===== src/rtl/sram_burst_ctrl_pkg.sv =====
// tron_mem_pkg -- shared constants and types for the SRAM burst sequencer.
//   Memory map of the 16-bit SRAM (word addresses):
//     two 640x480 frame buffers followed by a sprite table of 1 KiW slots.
//   sram_state_e : sequencer FSM states.
//   sprite_addr  : word address of sprite slot n.
package tron_mem_pkg;

    localparam logic [19:0] FRAME0_BASE   = 20'h00000;
    localparam logic [19:0] FRAME1_BASE   = 20'h4B000;
    localparam logic [19:0] FRAME_WORDS   = 20'h4B000;
    localparam logic [19:0] SPRITE_BASE   = 20'h96000;
    localparam logic [19:0] SPRITE_STRIDE = 20'h00400;

    typedef enum logic [2:0] {
        S_IDLE,
        S_RD_ADDR,
        S_RD_HOLD,
        S_WR_DATA,
        S_WR_PULSE,
        S_WR_REC,
        S_DONE
    } sram_state_e;

    function automatic logic [19:0] sprite_addr(input logic [7:0] n);
        return SPRITE_BASE + (20'(n) << 10);
    endfunction

endpackage


===== src/rtl/sram_burst_ctrl_burst_counter.sv =====
// burst_counter -- word address / remaining-count registers of a burst.
//   clk_i, rst_i    : clock, asynchronous active-high reset
//   load_i          : take addr_i / len_i as a new burst
//   addr_i, len_i   : first word address and word count
//   step_i          : one word finished: address +1 (wraps), remaining -1
//   addr_o          : current word address
//   last_o          : the current word is the final one of the burst
module burst_counter #(
    parameter int ADDR_W = 20,
    parameter int LEN_W  = 20
) (
    input  logic              clk_i,
    input  logic              rst_i,
    input  logic              load_i,
    input  logic [ADDR_W-1:0] addr_i,
    input  logic [LEN_W-1:0]  len_i,
    input  logic              step_i,
    output logic [ADDR_W-1:0] addr_o,
    output logic              last_o
);
    import tron_mem_pkg::*;

    logic [ADDR_W-1:0] addr_q, addr_d;
    logic [LEN_W-1:0]  rem_q,  rem_d;

    always_comb begin
        addr_d = addr_q;
        rem_d  = rem_q;
        if (load_i) begin
            addr_d = addr_i;
            rem_d  = len_i;
        end else if (step_i) begin
            // natural wrap at 2^ADDR_W; remaining count saturates at zero
            addr_d = addr_q + ADDR_W'(1);
            if (rem_q != '0)
                rem_d = rem_q - LEN_W'(1);
        end
    end

    always_ff @(posedge clk_i or posedge rst_i) begin
        if (rst_i) begin
            addr_q <= '0;
            rem_q  <= '0;
        end else begin
            addr_q <= addr_d;
            rem_q  <= rem_d;
        end
    end

    assign addr_o = addr_q;
    assign last_o = (rem_q == LEN_W'(1));

endmodule


===== src/rtl/sram_burst_ctrl.sv =====
// sram_burst_ctrl -- burst sequencer for a 16-bit asynchronous SRAM.
//   Command : cmd_valid/cmd_ready, cmd_write, cmd_addr, cmd_len (0 legal)
//   Read    : rd_data/rd_valid/rd_ready stream, one word per SRAM access
//   Write   : wr_data/wr_be/wr_valid/wr_ready stream
//   Status  : busy (not idle), done (one-cycle pulse per burst)
//   SRAM    : SRAM_ADDR, SRAM_CE_N/OE_N/WE_N/UB_N/LB_N, split DQ bus
//             (SRAM_DQ_I in, SRAM_DQ_O out, SRAM_DQ_OE drive enable)
//   Build option SRAM_BYTE_MASK_EN: wr_be gates UB_N/LB_N during the
//   write pulse; otherwise both byte lanes are always written.
//   All SRAM strobes are registered, decoded from the next state, so the
//   pins change glitch-free together with the FSM state.
module sram_burst_ctrl #(
    parameter int ADDR_W   = 20,
    parameter int DATA_W   = 16,
    parameter int LEN_W    = 20,
    parameter int RD_WAIT  = 1,
    parameter int WR_PULSE = 1
) (
    input  logic              Clk,
    input  logic              Reset,
    input  logic              cmd_valid,
    output logic              cmd_ready,
    input  logic              cmd_write,
    input  logic [ADDR_W-1:0] cmd_addr,
    input  logic [LEN_W-1:0]  cmd_len,
    output logic [DATA_W-1:0] rd_data,
    output logic              rd_valid,
    input  logic              rd_ready,
    input  logic [DATA_W-1:0] wr_data,
    input  logic [1:0]        wr_be,
    input  logic              wr_valid,
    output logic              wr_ready,
    output logic              busy,
    output logic              done,
    output logic [ADDR_W-1:0] SRAM_ADDR,
    output logic              SRAM_CE_N,
    output logic              SRAM_OE_N,
    output logic              SRAM_WE_N,
    output logic              SRAM_UB_N,
    output logic              SRAM_LB_N,
    input  logic [DATA_W-1:0] SRAM_DQ_I,
    output logic [DATA_W-1:0] SRAM_DQ_O,
    output logic              SRAM_DQ_OE
);
    import tron_mem_pkg::*;

    localparam int CNT_W = 8;

    sram_state_e       state_q, state_d;
    logic [CNT_W-1:0]  wait_q, wait_d;
    logic [DATA_W-1:0] rd_data_q, rd_data_d;
    logic              rd_valid_q, rd_valid_d;
    logic [DATA_W-1:0] dq_o_q, dq_o_d;
    logic [1:0]        be_q, be_d;
    logic              ce_n_q, oe_n_q, we_n_q, ub_n_q, lb_n_q, dq_oe_q;
    logic              ce_n_d, oe_n_d, we_n_d, ub_n_d, lb_n_d, dq_oe_d;

    logic              cnt_load, cnt_step, cnt_last;
    logic [ADDR_W-1:0] cnt_addr;

    burst_counter #(
        .ADDR_W (ADDR_W),
        .LEN_W  (LEN_W)
    ) u_cnt (
        .clk_i  (Clk),
        .rst_i  (Reset),
        .load_i (cnt_load),
        .addr_i (cmd_addr),
        .len_i  (cmd_len),
        .step_i (cnt_step),
        .addr_o (cnt_addr),
        .last_o (cnt_last)
    );

    // ---------------- next state ----------------
    always_comb begin
        state_d    = state_q;
        wait_d     = '0;
        cnt_load   = 1'b0;
        cnt_step   = 1'b0;
        rd_data_d  = rd_data_q;
        rd_valid_d = rd_valid_q;
        dq_o_d     = dq_o_q;
        be_d       = be_q;
        case (state_q)
            S_IDLE: begin
                if (cmd_valid) begin
                    cnt_load = 1'b1;
                    if (cmd_len == '0)   state_d = S_DONE;
                    else if (cmd_write)  state_d = S_WR_DATA;
                    else                 state_d = S_RD_ADDR;
                end
            end
            // The first RD_ADDR cycle lets address and OE settle through the
            // pad registers; DQ is then sampled after RD_WAIT further cycles.
            S_RD_ADDR: begin
                if (wait_q == CNT_W'(RD_WAIT)) begin
                    rd_data_d  = SRAM_DQ_I;
                    rd_valid_d = 1'b1;
                    state_d    = S_RD_HOLD;
                end else begin
                    wait_d = wait_q + CNT_W'(1);
                end
            end
            S_RD_HOLD: begin
                if (rd_ready) begin
                    rd_valid_d = 1'b0;
                    cnt_step   = 1'b1;
                    state_d    = cnt_last ? S_DONE : S_RD_ADDR;
                end
            end
            S_WR_DATA: begin
                if (wr_valid) begin
                    dq_o_d  = wr_data;
                    be_d    = wr_be;
                    state_d = S_WR_PULSE;
                end
            end
            S_WR_PULSE: begin
                if (wait_q == CNT_W'(WR_PULSE - 1))
                    state_d = S_WR_REC;
                else
                    wait_d = wait_q + CNT_W'(1);
            end
            // WE_N has risen; DQ keeps driving one cycle for data hold time
            S_WR_REC: begin
                cnt_step = 1'b1;
                state_d  = cnt_last ? S_DONE : S_WR_DATA;
            end
            S_DONE:  state_d = S_IDLE;
            default: state_d = S_IDLE;
        endcase
    end

    // ---------------- pin decode from next state ----------------
    always_comb begin
        ce_n_d  = (state_d == S_IDLE) || (state_d == S_DONE);
        oe_n_d  = (state_d != S_RD_ADDR);
        we_n_d  = (state_d != S_WR_PULSE);
        dq_oe_d = (state_d == S_WR_PULSE) || (state_d == S_WR_REC);
        ub_n_d  = ce_n_d;
        lb_n_d  = ce_n_d;
`ifdef SRAM_BYTE_MASK_EN
        if (state_d == S_WR_PULSE) begin
            ub_n_d = ~be_d[1];
            lb_n_d = ~be_d[0];
        end
`endif
    end

`ifndef SRAM_BYTE_MASK_EN
    // byte enables are latched but have no effect in this build
    logic unused_be;
    assign unused_be = ^be_q;
`endif

    always_ff @(posedge Clk or posedge Reset) begin
        if (Reset) begin
            state_q    <= S_IDLE;
            wait_q     <= '0;
            rd_data_q  <= '0;
            rd_valid_q <= 1'b0;
            dq_o_q     <= '0;
            be_q       <= '0;
            ce_n_q     <= 1'b1;
            oe_n_q     <= 1'b1;
            we_n_q     <= 1'b1;
            ub_n_q     <= 1'b1;
            lb_n_q     <= 1'b1;
            dq_oe_q    <= 1'b0;
        end else begin
            state_q    <= state_d;
            wait_q     <= wait_d;
            rd_data_q  <= rd_data_d;
            rd_valid_q <= rd_valid_d;
            dq_o_q     <= dq_o_d;
            be_q       <= be_d;
            ce_n_q     <= ce_n_d;
            oe_n_q     <= oe_n_d;
            we_n_q     <= we_n_d;
            ub_n_q     <= ub_n_d;
            lb_n_q     <= lb_n_d;
            dq_oe_q    <= dq_oe_d;
        end
    end

    assign cmd_ready  = (state_q == S_IDLE);
    assign wr_ready   = (state_q == S_WR_DATA);
    assign busy       = (state_q != S_IDLE);
    assign done       = (state_q == S_DONE);
    assign rd_data    = rd_data_q;
    assign rd_valid   = rd_valid_q;
    assign SRAM_ADDR  = cnt_addr;
    assign SRAM_CE_N  = ce_n_q;
    assign SRAM_OE_N  = oe_n_q;
    assign SRAM_WE_N  = we_n_q;
    assign SRAM_UB_N  = ub_n_q;
    assign SRAM_LB_N  = lb_n_q;
    assign SRAM_DQ_O  = dq_o_q;
    assign SRAM_DQ_OE = dq_oe_q;

endmodule


===== config.mk =====
export PLATFORM = sky130hd
export DESIGN_NAME = sram_burst_ctrl
export DESIGN_NICKNAME = d
export VERILOG_FILES = /design/src/rtl/sram_burst_ctrl_pkg.sv /design/src/rtl/sram_burst_ctrl_burst_counter.sv /design/src/rtl/sram_burst_ctrl.sv
export SDC_FILE = /design/constraint.sdc
export NUM_CORES = 1
export LEC_CHECK = 0
export ABC_CLOCK_PERIOD_IN_PS = 3100
export CORE_MARGIN = 3
export CORE_UTILIZATION = 39
export CTS_BUF_LIST = sky130_fd_sc_hd__clkbuf_4
export CTS_CLUSTER_SIZE = 10
export DETAILED_ROUTE_END_ITERATION = 10
export GPL_ROUTABILITY_DRIVEN = 0
export MAX_ROUTING_LAYER = met4
export PLACE_DENSITY = 0.69
export SLEW_MARGIN = 20
export SYNTH_ARGS = -nofsm -noshare
export SYNTH_HDL_FRONTEND = slang
export SYNTH_SLANG_ARGS = --single-unit

===== constraint.sdc =====
create_clock -name Clk -period 3.1 [get_ports Clk]
set_input_delay 0.62 -clock Clk [delete_from_list [all_inputs] [get_ports Clk]]
set_output_delay 0.62 -clock Clk [all_outputs]
set_load 0.01 [all_outputs]

==> impl_metrics.env <==
export IMPL_yosys_register_bits=88
export IMPL_first_pass_iters=4
export IMPL_final_cell_mix="140 x clkdlybuf4s50_1, 85 x dfrtp_1, 48 x nand2_1"
export IMPL_dr_first_iter_drc_count=230
export IMPL_status="finished clean"
export IMPL_cts_hold_buf=0
export IMPL_fin_crit_sh=0.861
export IMPL_crit_fanout=13
export IMPL_switchingPower_w=0.00222
export IMPL_clockBufferDepth=2
export IMPL_clkPwrFrac=0.118
export IMPL_antennaDiodeCount=0
export IMPL_clock_skew_ns=0.0115
export IMPL_switching_share=0.393
export IMPL_clk_pin_slew_ns=0.15
export IMPL_wl_um=12200
export IMPL_root_buffer="clkbuf_4"
export IMPL_setup_ws_ns=0.432
export IMPL_drv_cap=0
export IMPL_yosys_warnings=0
export IMPL_final_min_clock_period_ns=2.67
export IMPL_via_count=4027
export IMPL_rsz0062_at_grt="false"
export IMPL_power_frac_comb=0.494
export IMPL_cts_buffers=9
export IMPL_place_ws_ns=0.410
export IMPL_grt_pass1_wl_um=20100
export IMPL_clk_latency_ns=0.44
export IMPL_async_flop_share=1.00
export IMPL_setup_tns_ns=0
export IMPL_syn_area_per_cell_sq_um=10.2
export IMPL_p_per_area_nw_per_um2=901
export IMPL_grt_total_usage=0.197
export IMPL_critPathKind="reg -> out"
export IMPL_p_int_w=0.00342
export IMPL_synthesis_area_sq_um=4580
export IMPL_die_width_um=114
export IMPL_drive_above_1_share=0.127
export IMPL_htree_levels=3
export IMPL_relSlewSlack=0.589
export IMPL_m1WireLength_um=5020
export IMPL_p_leak_nw=2.47
export IMPL_vdd_drop_max_uv=486
export IMPL_grt_max_degree=89
export IMPL_ys_types=69
export IMPL_cp_data_required_time_ns=2.48
export IMPL_synth_fp_nets=536
export IMPL_viasPerCell=5.52
export IMPL_core_area_sq_um=11200
export IMPL_pin_count=143
export IMPL_grt_pass1_vias=4191
export IMPL_drtAntennaViolNets=0
export IMPL_arrival_ns=2.05
export IMPL_setup_violations=0
export IMPL_wl_met3_um=1020
export IMPL_die_y_um=114
export IMPL_finalHoldViolCount=0
export IMPL_dieArea_sq_um=13100
export IMPL_wl_met2_um=5920
export IMPL_slew_viol_final=0
export IMPL_fin_nets=671
export IMPL_cts_sinks=88
export IMPL_worst_pin_slew_ns=0.610
export IMPL_rows=38
export IMPL_top_layer="met4"
export IMPL_worst_setup_path_end_kind="primary output"
export IMPL_synth_ff_type="dfrtp_1"
export IMPL_antenna_found_initial=0
export IMPL_post_route_util=0.560
export IMPL_wl_per_cell_um=16.7
export IMPL_cts_tree="built"
export IMPL_post_cts_resized=0
export IMPL_synth_edf_count=0
export IMPL_startpoint_type="flop"
export IMPL_io_buffers=140
export IMPL_final_common_cell="clkdlybuf4s50_1"
export IMPL_ys_seq_area_frac=0.481
export IMPL_syn_to_final_growth_pct=36.5
export IMPL_p_seq_frac=0.388
export IMPL_cts_setup_buffers=0
export IMPL_max_freq_ghz=0.375
export IMPL_netlist_instances=449
export IMPL_drc_errors=0
export IMPL_globalRouteOverflowTotal=0
export IMPL_start_util=0.410
export IMPL_dp_hpwl_um=8940
export IMPL_min_path_type="reg -> reg"
## area by class of cell
| type | count | area (sq um) |
|---|---|---|
| clock inverters | 7 | 70.1 |
| multi-input cells | 330 | 2230 |
| fillers | 972 | 4910 |
| flip-flops and latches | 88 | 2210 |
| repair buffers | 147 | 1480 |
| inverters | 8 | 31.3 |
| clock buffers | 9 | 67.6 |
| well taps | 140 | 175 |
## state kept, by name, summed over array words and instances, names as in the netlist, 3 cells and up
register and count:
state_q 3, wait_q 8, u_cnt.rem_q 20, SRAM_DQ_O 16, u_cnt.addr_o 20, rd_data 16
## routing by layer
| metal | vias up | GRT usage |
|---|---|---|
| met5 | - | - |
| li1 | 1918 | - |
| met1 | 1950 | 0.244 |
| met4 | 0 | 0.0602 |
| met2 | 143 | 0.313 |
| met3 | 16 | 0.0571 |
## logic make-up after synthesis
group | after synthesis | share of synthesized area
AND/OR/NAND/NOR | 173 | 0.207
AO/OA/AOI/OAI | 99 | 0.143
flip-flops | 88 | 0.481
multiplexers | 34 | 0.0830
buffers and inverters | 31 | 0.0341
XOR/XNOR | 17 | 0.0325
adder cells (fa/ha/maj) | 7 | 0.0191
## critical path, cell delays in order (launching register included)
cell and delay [ns]:
dfrtp_1 0.56, or3_1 0.46, inv_1 0.06, clkdlybuf4s50_1 0.52
## power by group through the flow
stage	logic [W]	registers, W	clock network (W)
after floorplan	0.00147	0.00224	0
after global placement	0.00274	0.00217	0
after detailed placement	0.00280	0.00221	0
after CTS	0.00282	0.00218	0.000681
after global routing	0.00308	0.00227	0.000731
final	0.00278	0.00219	0.000666
## Yosys cell counts, types with 3 or more instances
cell        n  area, sq um
a22oi_1     6         45.0
dfstp_2     3         78.8
a211oi_1    6         45.0
nand3_1    10         50.1
and2_1      5         31.3
o21ai_0    25          125
xor2_1      8         70.1
nor4_1     15         93.8
nand3b_1    4         30.0
nor2_1     36          135
buf_1       3         11.3
mux2_2     32          360
a31oi_1     5         31.3
buf_2       5         25.0
buf_4       5         37.5
a21oi_1    22          110
o211ai_1    4         30.0
xnor2_1     9         78.8
dfrtp_1    85         2130
ha_1        7         87.6
nor3_1     18         90.1
o22ai_1     4         25.0
o21ai_1     3         15.0
nand2_1    48          180
clkbuf_1    8         30.0
and3_1      5         31.3
o2bb2ai_1   3         26.3
inv_1       8         30.0
nor2b_1     3         18.8
nand4_1     5         31.3
## through the flow
step | hold WS (ns) | area [sq um] | cells | total power [W]
after floorplan | 0.464 | 4580 | 449 | 0.00370
after global placement | 0.461 | 6120 | 713 | 0.00491
after detailed placement | 0.475 | 6120 | 713 | 0.00501
after CTS | 0.517 | 6260 | 729 | 0.00568
after global routing | 0.543 | 6260 | 729 | 0.00608
final | 0.513 | 6260 | 729 | 0.00564
## worst paths after layout
kind                            startpoint                to  slack, ns  cells past startpoint
worst max-delay path            state_q[2]         cmd_ready       0.43                      3
worst min register to register    rd_valid          rd_valid       0.51                      2
max in group asynchronous            Reset       rd_data[13]       2.13                      3
worst min-delay path              rd_valid          rd_valid       0.51                      2
worst max register to register   wait_q[2]        rd_data[0]       0.76                      4
min in group asynchronous            Reset  u_cnt.addr_o[16]       0.57                      3
(Power assumes the default switching activity.)
